## src/rtl/mem_access.sv

```systemverilog
// rtl/mem_access.sv - MEM-stage load/store unit with req/ack data-memory bus
// Formats load data, replicates store data across lanes and aborts stuck accesses.
module mem_access #(
  parameter int TIMEOUT = 255
) (
  input  logic        clk,
  input  logic        rst,
  input  logic        wrn_i,
  input  logic [4:0]  wrAddr_i,
  input  logic [31:0] result_i,
  input  logic [7:0]  alu_op_i,
  input  logic [31:0] mem_addr_i,
  input  logic [31:0] mem_data_i,
  input  logic [5:0]  stall,
  output logic        wrn_o,
  output logic [4:0]  wrAddr_o,
  output logic [31:0] result_o,
  output logic        stallreq_o,
  output logic        dmem_req,
  output logic        dmem_we,
  output logic [31:0] dmem_addr,
  output logic [3:0]  dmem_sel,
  output logic [31:0] dmem_wdata,
  input  logic [31:0] dmem_rdata,
  input  logic        dmem_ack,
  output logic        misalign_o,
  output logic        bus_err_o
);

  localparam logic [7:0] ALU_OP_LB  = 8'h20;
  localparam logic [7:0] ALU_OP_LBU = 8'h21;
  localparam logic [7:0] ALU_OP_LH  = 8'h22;
  localparam logic [7:0] ALU_OP_LHU = 8'h23;
  localparam logic [7:0] ALU_OP_LW  = 8'h24;
  localparam logic [7:0] ALU_OP_SB  = 8'h28;
  localparam logic [7:0] ALU_OP_SH  = 8'h29;
  localparam logic [7:0] ALU_OP_SW  = 8'h2a;

  localparam logic [7:0] CNT_LAST = 8'(TIMEOUT - 1);

  typedef enum logic [1:0] {S_IDLE, S_WAIT, S_DONE} state_t;

  state_t      state, state_n;
  logic [7:0]  cnt;
  logic        err_q, first_q, we_q;
  logic [31:0] addr_q, wdata_q, rdata_q;
  logic [3:0]  sel_q;

  logic        is_load, is_store, is_mem, is_signed, misaligned;
  logic [1:0]  size;
  logic [1:0]  lane;
  logic [3:0]  sel_c;
  logic [31:0] wdata_c, load_c, shifted;
  logic        start, take_ack, abort;
  logic        unused;

  assign lane   = mem_addr_i[1:0];
  assign is_mem = is_load | is_store;
  assign unused = ^{stall[5], stall[3:0], shifted[31:16]};

  // size: 0 = byte, 1 = half, 2 = word
  always_comb begin
    is_load   = 1'b0;
    is_store  = 1'b0;
    is_signed = 1'b0;
    size      = 2'd0;
    case (alu_op_i)
      ALU_OP_LB:  begin is_load = 1'b1; is_signed = 1'b1; size = 2'd0; end
      ALU_OP_LBU: begin is_load = 1'b1; size = 2'd0; end
      ALU_OP_LH:  begin is_load = 1'b1; is_signed = 1'b1; size = 2'd1; end
      ALU_OP_LHU: begin is_load = 1'b1; size = 2'd1; end
      ALU_OP_LW:  begin is_load = 1'b1; size = 2'd2; end
      ALU_OP_SB:  begin is_store = 1'b1; size = 2'd0; end
      ALU_OP_SH:  begin is_store = 1'b1; size = 2'd1; end
      ALU_OP_SW:  begin is_store = 1'b1; size = 2'd2; end
      default:    ;
    endcase
  end

  always_comb begin
    misaligned = 1'b0;
    sel_c      = 4'b1111;
    wdata_c    = mem_data_i;
    case (size)
      2'd0: begin
        sel_c   = 4'b0001 << lane;
        wdata_c = {4{mem_data_i[7:0]}};
      end
      2'd1: begin
        misaligned = lane[0];
        sel_c      = lane[1] ? 4'b1100 : 4'b0011;
        wdata_c    = {2{mem_data_i[15:0]}};
      end
      default: misaligned = (lane != 2'd0);
    endcase
  end

  // Inputs are held stable by the stall, so the lane can come straight from mem_addr_i.
  always_comb begin
    shifted = rdata_q >> {lane, 3'b000};
    case (size)
      2'd0:    load_c = is_signed ? {{24{shifted[7]}}, shifted[7:0]} : {24'd0, shifted[7:0]};
      2'd1:    load_c = is_signed ? {{16{shifted[15]}}, shifted[15:0]} : {16'd0, shifted[15:0]};
      default: load_c = rdata_q;
    endcase
  end

  always_ff @(posedge clk) begin
    if (rst) state <= S_IDLE;
    else     state <= state_n;
  end

  always_comb begin
    state_n    = state;
    wrn_o      = 1'b0;
    wrAddr_o   = 5'd0;
    result_o   = 32'd0;
    stallreq_o = 1'b0;
    dmem_req   = 1'b0;
    misalign_o = 1'b0;
    bus_err_o  = 1'b0;
    start      = 1'b0;
    take_ack   = 1'b0;
    abort      = 1'b0;
    if (!rst) begin
      case (state)
        S_IDLE: begin
          wrAddr_o = wrAddr_i;
          if (!is_mem) begin
            wrn_o    = wrn_i;
            result_o = result_i;
          end else if (misaligned) begin
            misalign_o = 1'b1;
          end else begin
            stallreq_o = 1'b1;
            start      = 1'b1;
            state_n    = S_WAIT;
          end
        end
        S_WAIT: begin
          dmem_req   = 1'b1;
          stallreq_o = 1'b1;
          if (dmem_ack) begin
            take_ack = 1'b1;
            state_n  = S_DONE;
          end else if (cnt == CNT_LAST) begin
            abort   = 1'b1;
            state_n = S_DONE;
          end
        end
        S_DONE: begin
          wrAddr_o = wrAddr_i;
          if (err_q) begin
            bus_err_o = first_q;
          end else begin
            wrn_o    = wrn_i;
            result_o = is_load ? load_c : result_i;
          end
          if (!stall[4]) state_n = S_IDLE;
        end
        default: state_n = S_IDLE;
      endcase
    end
  end

  always_ff @(posedge clk) begin
    if (rst) begin
      cnt     <= 8'd0;
      err_q   <= 1'b0;
      first_q <= 1'b0;
      we_q    <= 1'b0;
      addr_q  <= 32'd0;
      wdata_q <= 32'd0;
      rdata_q <= 32'd0;
      sel_q   <= 4'd0;
    end else begin
      first_q <= (state_n == S_DONE) && (state != S_DONE);
      if (start) begin
        addr_q  <= {mem_addr_i[31:2], 2'b00};
        sel_q   <= sel_c;
        we_q    <= is_store;
        wdata_q <= wdata_c;
        cnt     <= 8'd0;
        err_q   <= 1'b0;
      end else if (state == S_WAIT) begin
        cnt <= cnt + 8'd1;
      end
      if (take_ack) rdata_q <= dmem_rdata;
      if (abort)    err_q   <= 1'b1;
    end
  end

  assign dmem_we    = rst ? 1'b0  : we_q;
  assign dmem_addr  = rst ? 32'd0 : addr_q;
  assign dmem_sel   = rst ? 4'd0  : sel_q;
  assign dmem_wdata = rst ? 32'd0 : wdata_q;

endmodule

```

## config.mk

```make
export PLATFORM = sky130hd
export DESIGN_NAME = mem_access
export DESIGN_NICKNAME = d
export VERILOG_FILES = /design/src/rtl/mem_access.sv
export SDC_FILE = /design/constraint.sdc
export NUM_CORES = 1
export LEC_CHECK = 0
export CORE_AREA = 4 4 122 124
export CTS_BUF_LIST = sky130_fd_sc_hd__clkbuf_8
export DETAILED_ROUTE_END_ITERATION = 16
export DIE_AREA = 0 0 126 128
export PLACE_DENSITY = 0.81
export SLEW_MARGIN = 20
export SYNTH_ARGS = -nofsm -noshare
export SYNTH_HDL_FRONTEND = slang
export SYNTH_SLANG_ARGS = --single-unit
export TNS_END_PERCENT = 100
```

## constraint.sdc

```tcl
create_clock -name clk -period 2.5 [get_ports clk]
set_input_delay 0.25 -clock clk [delete_from_list [all_inputs] [get_ports clk]]
set_output_delay 0.25 -clock clk [all_outputs]
set_load 0.1 [all_outputs]
```

==> results.json, run 1 <==
{
  "status": "completed",
  "synth_area_mm2": 0.00583,
  "min_path_type": "in2reg",
  "track_usage_pct": 25.7,
  "final_common_cell": "clkdlybuf4s50_1",
  "routed_wl_um": 21600,
  "crit_chain": "mux4_2 -> o21ai_2 -> nor2_2 -> o21ai_4 -> buf_8 -> o2bb2ai_4 -> buf_12",
  "max_slew.worst_pin.slew_ns": 0.508,
  "cts.sinks": 111,
  "layout.nets": 1128,
  "first_iter_violations": 516,
  "grt_pass1_vias": 6117,
  "slew_headroom_pct": 66.1,
  "io_pins": 262,
  "die_area_mm2": 0.0161,
  "hold_end": "state[0]",
  "maxCapViolCount": 0,
  "synth_area_leaders": "dfxtp_1 (38%), nor2b_1 (7.5%), o21ai_0 (7.4%), a22o_1 (7.4%), mux2i_1 (5.3%)",
  "cellPowerDensity_mw_per_mm2": 385,
  "crit_arrival_ns": 2.21,
  "critPathLaunchType": "register",
  "fmax_mhz": 407,
  "drcViolationCount": 0,
  "cts_buffers": 9,
  "h-tree-depth": 3,
  "min_path_cells": 2,
  "setup_viol": 0,
  "fin_crit_sh_pct": 98.3,
  "gp_congestion": 0.901,
  "hold-worst-slack_ns": 0.258,
  "dp_hpwl_um": 16300,
  "path_buf_inv": 2,
  "clk_path_buf_depth": 2,
  "die_w_um": 126,
  "worst-path-max-fanout": 5,
  "maxSlewViolCount": 0,
  "final_cell_mix": "clkdlybuf4s50_1 (135), buf_4 (117), dfxtp_1 (108)",
  "dr.pass1.iters": 5,
  "ant_nets": 0,
  "dpl_cell_area_mm2": 0.00979,
  "r2r-end": "addr_q[31]",
  "ys_seq_area_share_pct": 38.1,
  "portBuffers": 254,
  "vias": 6212,
  "row_count": 43,
  "clockRootBuffer": "clkbuf_8",
  "viasPerCell": 5.36,
  "ys_async_sr_fraction_pct": 0,
  "synth_warnings": 0,
  "hold_violations": 0,
  "postSynthCellCount": 705,
  "layout-drive-gt1-share_pct": 27.9,
  "cp.required_ns": 2.25,
  "fin_tns_setup_ns": 0,
  "clk_pin_slew_worst_paths_ns": 0.10,
  "clk_latency_ns": 0.39,
  "fin_area_mm2": 0.0102,
  "start_util_pct": 42.3,
  "reg2reg_slack_ns": 0.65,
  "cpPeakStageDelay_ns": 0.52,
  "grt_max_degree": 87,
  "peakVddDrop_mv": 0.244,
  "synthDominantCellAreaShare_pct": 38.1,
  "wire_per_inst_um": 18.6,
  "coreArea_mm2": 0.0138,
  "cts_tree": "yes",
  "skew_ns": 0.00895,
  "synth_seq_cells": 111,
  "total_power_uw": 3940,
  "area_delta_synth_final_pct": 75.3,
  "worstSetupEndpointType": "output port",
  "rr_startpoint": "state[1]",
  "cts_hold_buf": 0,
  "n_antenna_cell": 0,
  "ys.flop_type": "dfxtp_1",
  "crit_family": "multiplexers",
  "synth_top_area_cell": "dfxtp_1",
  "synth_edf_count": 0,
  "rsz0062_at_grt": "yes",
  "crit_type": "reg2out",
  "synthDistinctLibCells": 57,
  "die_h_um": 128,
  "hold_path.startpoint": "rst",
  "min_period_ns": 2.46,
  "synth_area_per_cell_um2": 8.27,
  "cp_slowest_cell": "mux4_2",
  "reg2regPathDepth": 7,
  "grt_pass1_wl_um": 33200,
  "gr-total-overflow": 0,
  "antenna_found_initial": 0,
  "power_leakage_uw": 0.00401
}
-- report_power, final --
group          internal [µW]  leakage, µW  switching [µW]
sequential              1780     0.000896            4.29
clock                    377    0.0000969             653
combinational            521      0.00301             605
total                   2680      0.00401            1260
-- per-layer routing --
| layer | wire [µm] | share of wire [%] | track usage (%) |
|---|---|---|---|
| met5 | 0 | 0 | 0 |
| met4 | 473 | 2.2 | 8.58 |
| met3 | 1740 | 8.1 | 6.71 |
| met2 | 10700 | 50 | 44.3 |
| met1 | 8640 | 40 | 31.2 |
-- sequential cells by signal (all words and copies together) (netlist names) --
name,cells
addr_q,30
cnt,8
err_q,1
state,2
rdata_q,32
first_q,1
wdata_q,32
sel_q,4
we_q,1
-- worst max-delay path by stage --
stage	depth (start not counted)	endpoint	slack (ns)	start
floorplan	6	result_o[16]	-0.20	alu_op_i[4]
global placement	8	result_o[20]	-0.26	alu_op_i[7]
detailed placement	9	result_o[9]	-0.30	alu_op_i[7]
CTS	7	result_o[28]	0.003	rdata_q[31]
global route	7	result_o[18]	-0.02	rdata_q[31]
finish	7	result_o[29]	0.04	rdata_q[31]
-- cells in the mapped netlist, types with 2 or more instances --
cell,count
dfxtp_1,111
o21ai_0,86
nand2_1,76
nor2b_1,70
nor2_1,51
a22o_1,49
clkbuf_1,43
nand2b_1,37
mux2i_1,31
o2bb2ai_1,30
a21oi_1,21
buf_2,11
a22oi_1,8
and2_1,6
inv_1,5
xor2_1,5
buf_4,4
xnor2_1,4
and3_1,3
nand4_1,3
nor4b_1,3
o21a_1,3
o31ai_1,3
a21o_1,2
a31oi_1,2
and4_1,2
buf_1,2
ha_1,2
nand3_1,2
nand3b_1,2
or2_2,2
-- final cells by class --
type,instances,area [µm²]
inverters,5,18.8
repair buffers,320,3470
clock inverters,7,57.6
multi-input cells,528,4090
clock buffers,9,124
flip-flops and latches,111,2230
well taps,180,225
fillers,971,3550
-- repair_timing --
action / CTS / global route
gates resized for setup: 41 / 15
cloned: 1 / 0
pin swaps: 13 / 8
setup buffers: 2 / 2
endpoints found under the setup margin: 34 / 31
-- per-stage QoR --
step / setup WS (ns) / util [%] / std cells
after detailed placement: -0.298 / 71.1 / 1139
after global placement: -0.255 / 71.1 / 1139
after floorplan: -0.200 / - / 706
after CTS: 0.00265 / 73.7 / 1158
final: 0.0422 / 74.2 / 1160
after global routing: -0.0176 / 74.2 / 1160
-- kinds of logic (layout without fill, tap and decap cells) --
| kind of cell | count (synthesis) | count (layout) | synth area share (%) |
|---|---|---|---|
| multiplexers | 32 | 32 | 5.71 |
| XOR/XNOR | 9 | 9 | 1.35 |
| flip-flops | 111 | 111 | 38.1 |
| AND/OR/NAND/NOR | 266 | 266 | 23.5 |
| other | 1 | 2 | 0.0643 |
| AO/OA/AOI/OAI | 217 | 217 | 25.9 |
| adder cells (fa/ha/maj) | 2 | 2 | 0.429 |
| buffers and inverters | 67 | 341 | 4.96 |
Power figures use the tool's default switching activity.
==> run 2: changes to the inputs <==
Settings changed: ABC_AREA set to 1, CORE_AREA 4 4 122 124 to 4 4 127 129, DIE_AREA 0 0 126 128 to 0 0 131 133, PLACE_DENSITY 0.81 to unset, PLACE_DENSITY_LB_ADDON set to 0.12.
==> run 2 against run 1 <==
Net effect:
- power is 0.75% higher
- register-to-register slack hardly changed
- synthesized cell count is 60% higher
- sequential cell count stayed put
- highest routed layer unchanged
- largest cell class unchanged
- sequential power hardly changed
- synthesized area is 16% higher
- non-clock buffer count is 24 lower
- sequential share of layout area is 0.31 points lower
- via count is 29% higher
==> results.json, run 2 <==
{
  "status": "completed",
  "reg_top3": "rdata_q (32), wdata_q (32), addr_q (30)",
  "maxSlewViolCount": 0,
  "synth-simple-area-share_pct": 45.1,
  "dp_hpwl_um": 17700,
  "worst-path-max-fanout": 8,
  "min_period_ns": 2.38,
  "grt_use_met1_pct": 33.0,
  "ys_seq_area_share_pct": 33.0,
  "worst_slack_ns": 0.120,
  "min_path_type": "in2reg",
  "reg2regPathDepth": 7,
  "drcViolationCount": 0,
  "skew_ns": 0.0129,
  "regArea_mm2": 0.00222,
  "first_iter_violations": 683,
  "fin_crit_sh_pct": 95.2,
  "synthMuxAreaShare_pct": 0,
  "synthDominantCellAreaShare_pct": 33.0,
  "power_leakage_uw": 0.00480,
  "io_pins": 262,
  "fin_tns_setup_ns": 0,
  "routed_wl_um": 23500,
  "total_power_uw": 3970,
  "grt_max_degree": 67,
  "die_h_um": 133,
  "rsz0062_at_grt": "no",
  "cts.sinks": 111,
  "synth_area_per_cell_um2": 5.96,
  "area_delta_synth_final_pct": 53.6,
  "setup_viol": 0,
  "n_antenna_cell": 0,
  "fmax_mhz": 420,
  "cts_buffers": 9,
  "synth_seq_cells": 111,
  "cts_tree": "yes",
  "h-tree-depth": 3,
  "synth_warnings": 0,
  "grt_pass1_vias": 7268,
  "synth-compound-area-share_pct": 7.51,
  "postSynthCellCount": 1130,
  "grt_pass1_wl_um": 36500,
  "layout.nets": 1515,
  "crit_type": "in2out",
  "ys.flop_type": "dfxtp_1",
  "maxCapViolCount": 0,
  "cp.required_ns": 2.25,
  "final_cell_mix": "nand2_1 (312), nand3_1 (197), nor2_1 (156)",
  "synth-xor-area-share_pct": 0.780,
  "ant_nets": 0,
  "synth_area_leaders": "dfxtp_1 (33%), nand2_1 (18%), nand3_1 (15%), nor2_1 (8.9%), inv_1 (7.1%)",
  "clk_latency_ns": 0.40,
  "gp_congestion": 0.909,
  "critPathLaunchType": "input port",
  "multi_input_area_mm2": 0.00382,
  "synth_top_area_cell": "dfxtp_1",
  "synth_top_family_by_area": "simple AND/OR/NAND/NOR gates",
  "grt_util_met2_pct": 42.8,
  "synthDistinctLibCells": 29,
  "gr-total-overflow": 0,
  "clockRootBuffer": "clkbuf_8",
  "synthMostInstantiatedCell": "nand2_1",
  "final_common_cell": "nand2_1",
  "wire_per_inst_um": 15.1,
  "ys_top_cells_by_count": "nand2_1 (318), nand3_1 (197), nor2_1 (160), inv_1 (128), dfxtp_1 (111)",
  "vias": 8042,
  "layout-drive-gt1-share_pct": 17.5,
  "die_area_mm2": 0.0174,
  "min_path_cells": 2,
  "place_ws_ns": 0.0512,
  "peakVddDrop_mv": 0.230,
  "die_w_um": 131,
  "cts_hold_buf": 0,
  "start_util_pct": 44.8,
  "worstSetupEndpointType": "output port",
  "viasPerCell": 5.17,
  "crit_chain": "clkdlybuf4s50_1 -> inv_1 -> nand2_2 -> nor2_4 -> nand2_2 -> nor2_4 -> nand2_2 -> nand3_4 -> clkbuf_16 -> nand2_1 -> a21oi_2 -> buf_12",
  "clk_pin_slew_worst_paths_ns": 0.11,
  "cpPeakStageDelay_ns": 0.40,
  "hold_violations": 0,
  "coreArea_mm2": 0.0150,
  "antenna_found_initial": 0,
  "dr.pass1.iters": 5,
  "ys_async_sr_fraction_pct": 0,
  "crit_top_cell": "nand2_2",
  "portBuffers": 254,
  "row_count": 45,
  "yosys.area_share.adder_pct": 0.372,
  "track_usage_pct": 26.1,
  "fillers": 1364,
  "busiest_layer": "met2",
  "synth_edf_count": 0,
  "clk_path_buf_depth": 2,
  "hold-worst-slack_ns": 0.303,
  "synth_area_mm2": 0.00674,
  "cellPowerDensity_mw_per_mm2": 384,
  "grtUsageMet3_pct": 6.30,
  "crit_arrival_ns": 2.13,
  "cp_slowest_cell": "clkdlybuf4s50_1"
}
==> run 2: cell type report <==
| class | instances | share of cell area, % |
|---|---|---|
| inverters | 135 | 4.96 |
| well taps | 188 | 2.27 |
| clock buffers | 9 | 1.20 |
| repair buffers | 296 | 32.6 |
| multi-input cells | 809 | 36.9 |
| flip-flops and latches | 111 | 21.5 |
| clock inverters | 7 | 0.568 |
==> run 2: cell families (layout without fill, tap and decap cells) <==
group           count (synthesis)  in the layout
compound gates                 87             87
xor+xnor                        6              6
fa+ha+maj                       2              2
buf+inv                       211            447
flops                         111            111
other cells                     1              2
simple gates                  712            712
==> run 2: metal layers <==
layer	share of wire (%)	wire length, µm
met3	10	2370
met2	47	11100
met4	3.1	736
met1	39	9260
met5	0	0
==> run 2: final timing paths <==
check              start           end  slack, ns
max          alu_op_i[7]  result_o[24]       0.12
min                  rst      state[0]       0.30
max reg2reg     state[0]   rdata_q[10]       0.66
min reg2reg   addr_q[24]    addr_q[24]       0.47
==> run 2: metrics by stage <==
| stage | instance area [µm²] | cells | utilization [%] |
|---|---|---|---|
| after floorplan | 6850 | 1131 | - |
| after global placement | 10000 | 1536 | 66.5 |
| after detailed placement | 10000 | 1536 | 66.5 |
| after CTS | 10200 | 1552 | 67.8 |
| after global routing | 10300 | 1555 | 68.8 |
| final | 10300 | 1555 | 68.8 |
==> run 2: timing repair <==
| action | CTS | global route |
|---|---|---|
| pin swaps | 0 | 11 |
| setup buffers | 0 | 1 |
| resized for setup | 3 | 28 |
| cloned | 0 | 2 |
| endpoints found under the setup margin | 29 | 30 |
==> run 2: report_power, final <==
group	switching, µW	internal [µW]
Sequential	9.19	1780
Combinational	669	450
Clock	679	377
==> run 2: critical path: cells and delay by family <==
family | cells | cell delay [ns]
buffers and inverters | 4 | 0.83
AND/OR/NAND/NOR | 7 | 0.83
AO/OA/AOI/OAI | 1 | 0.20
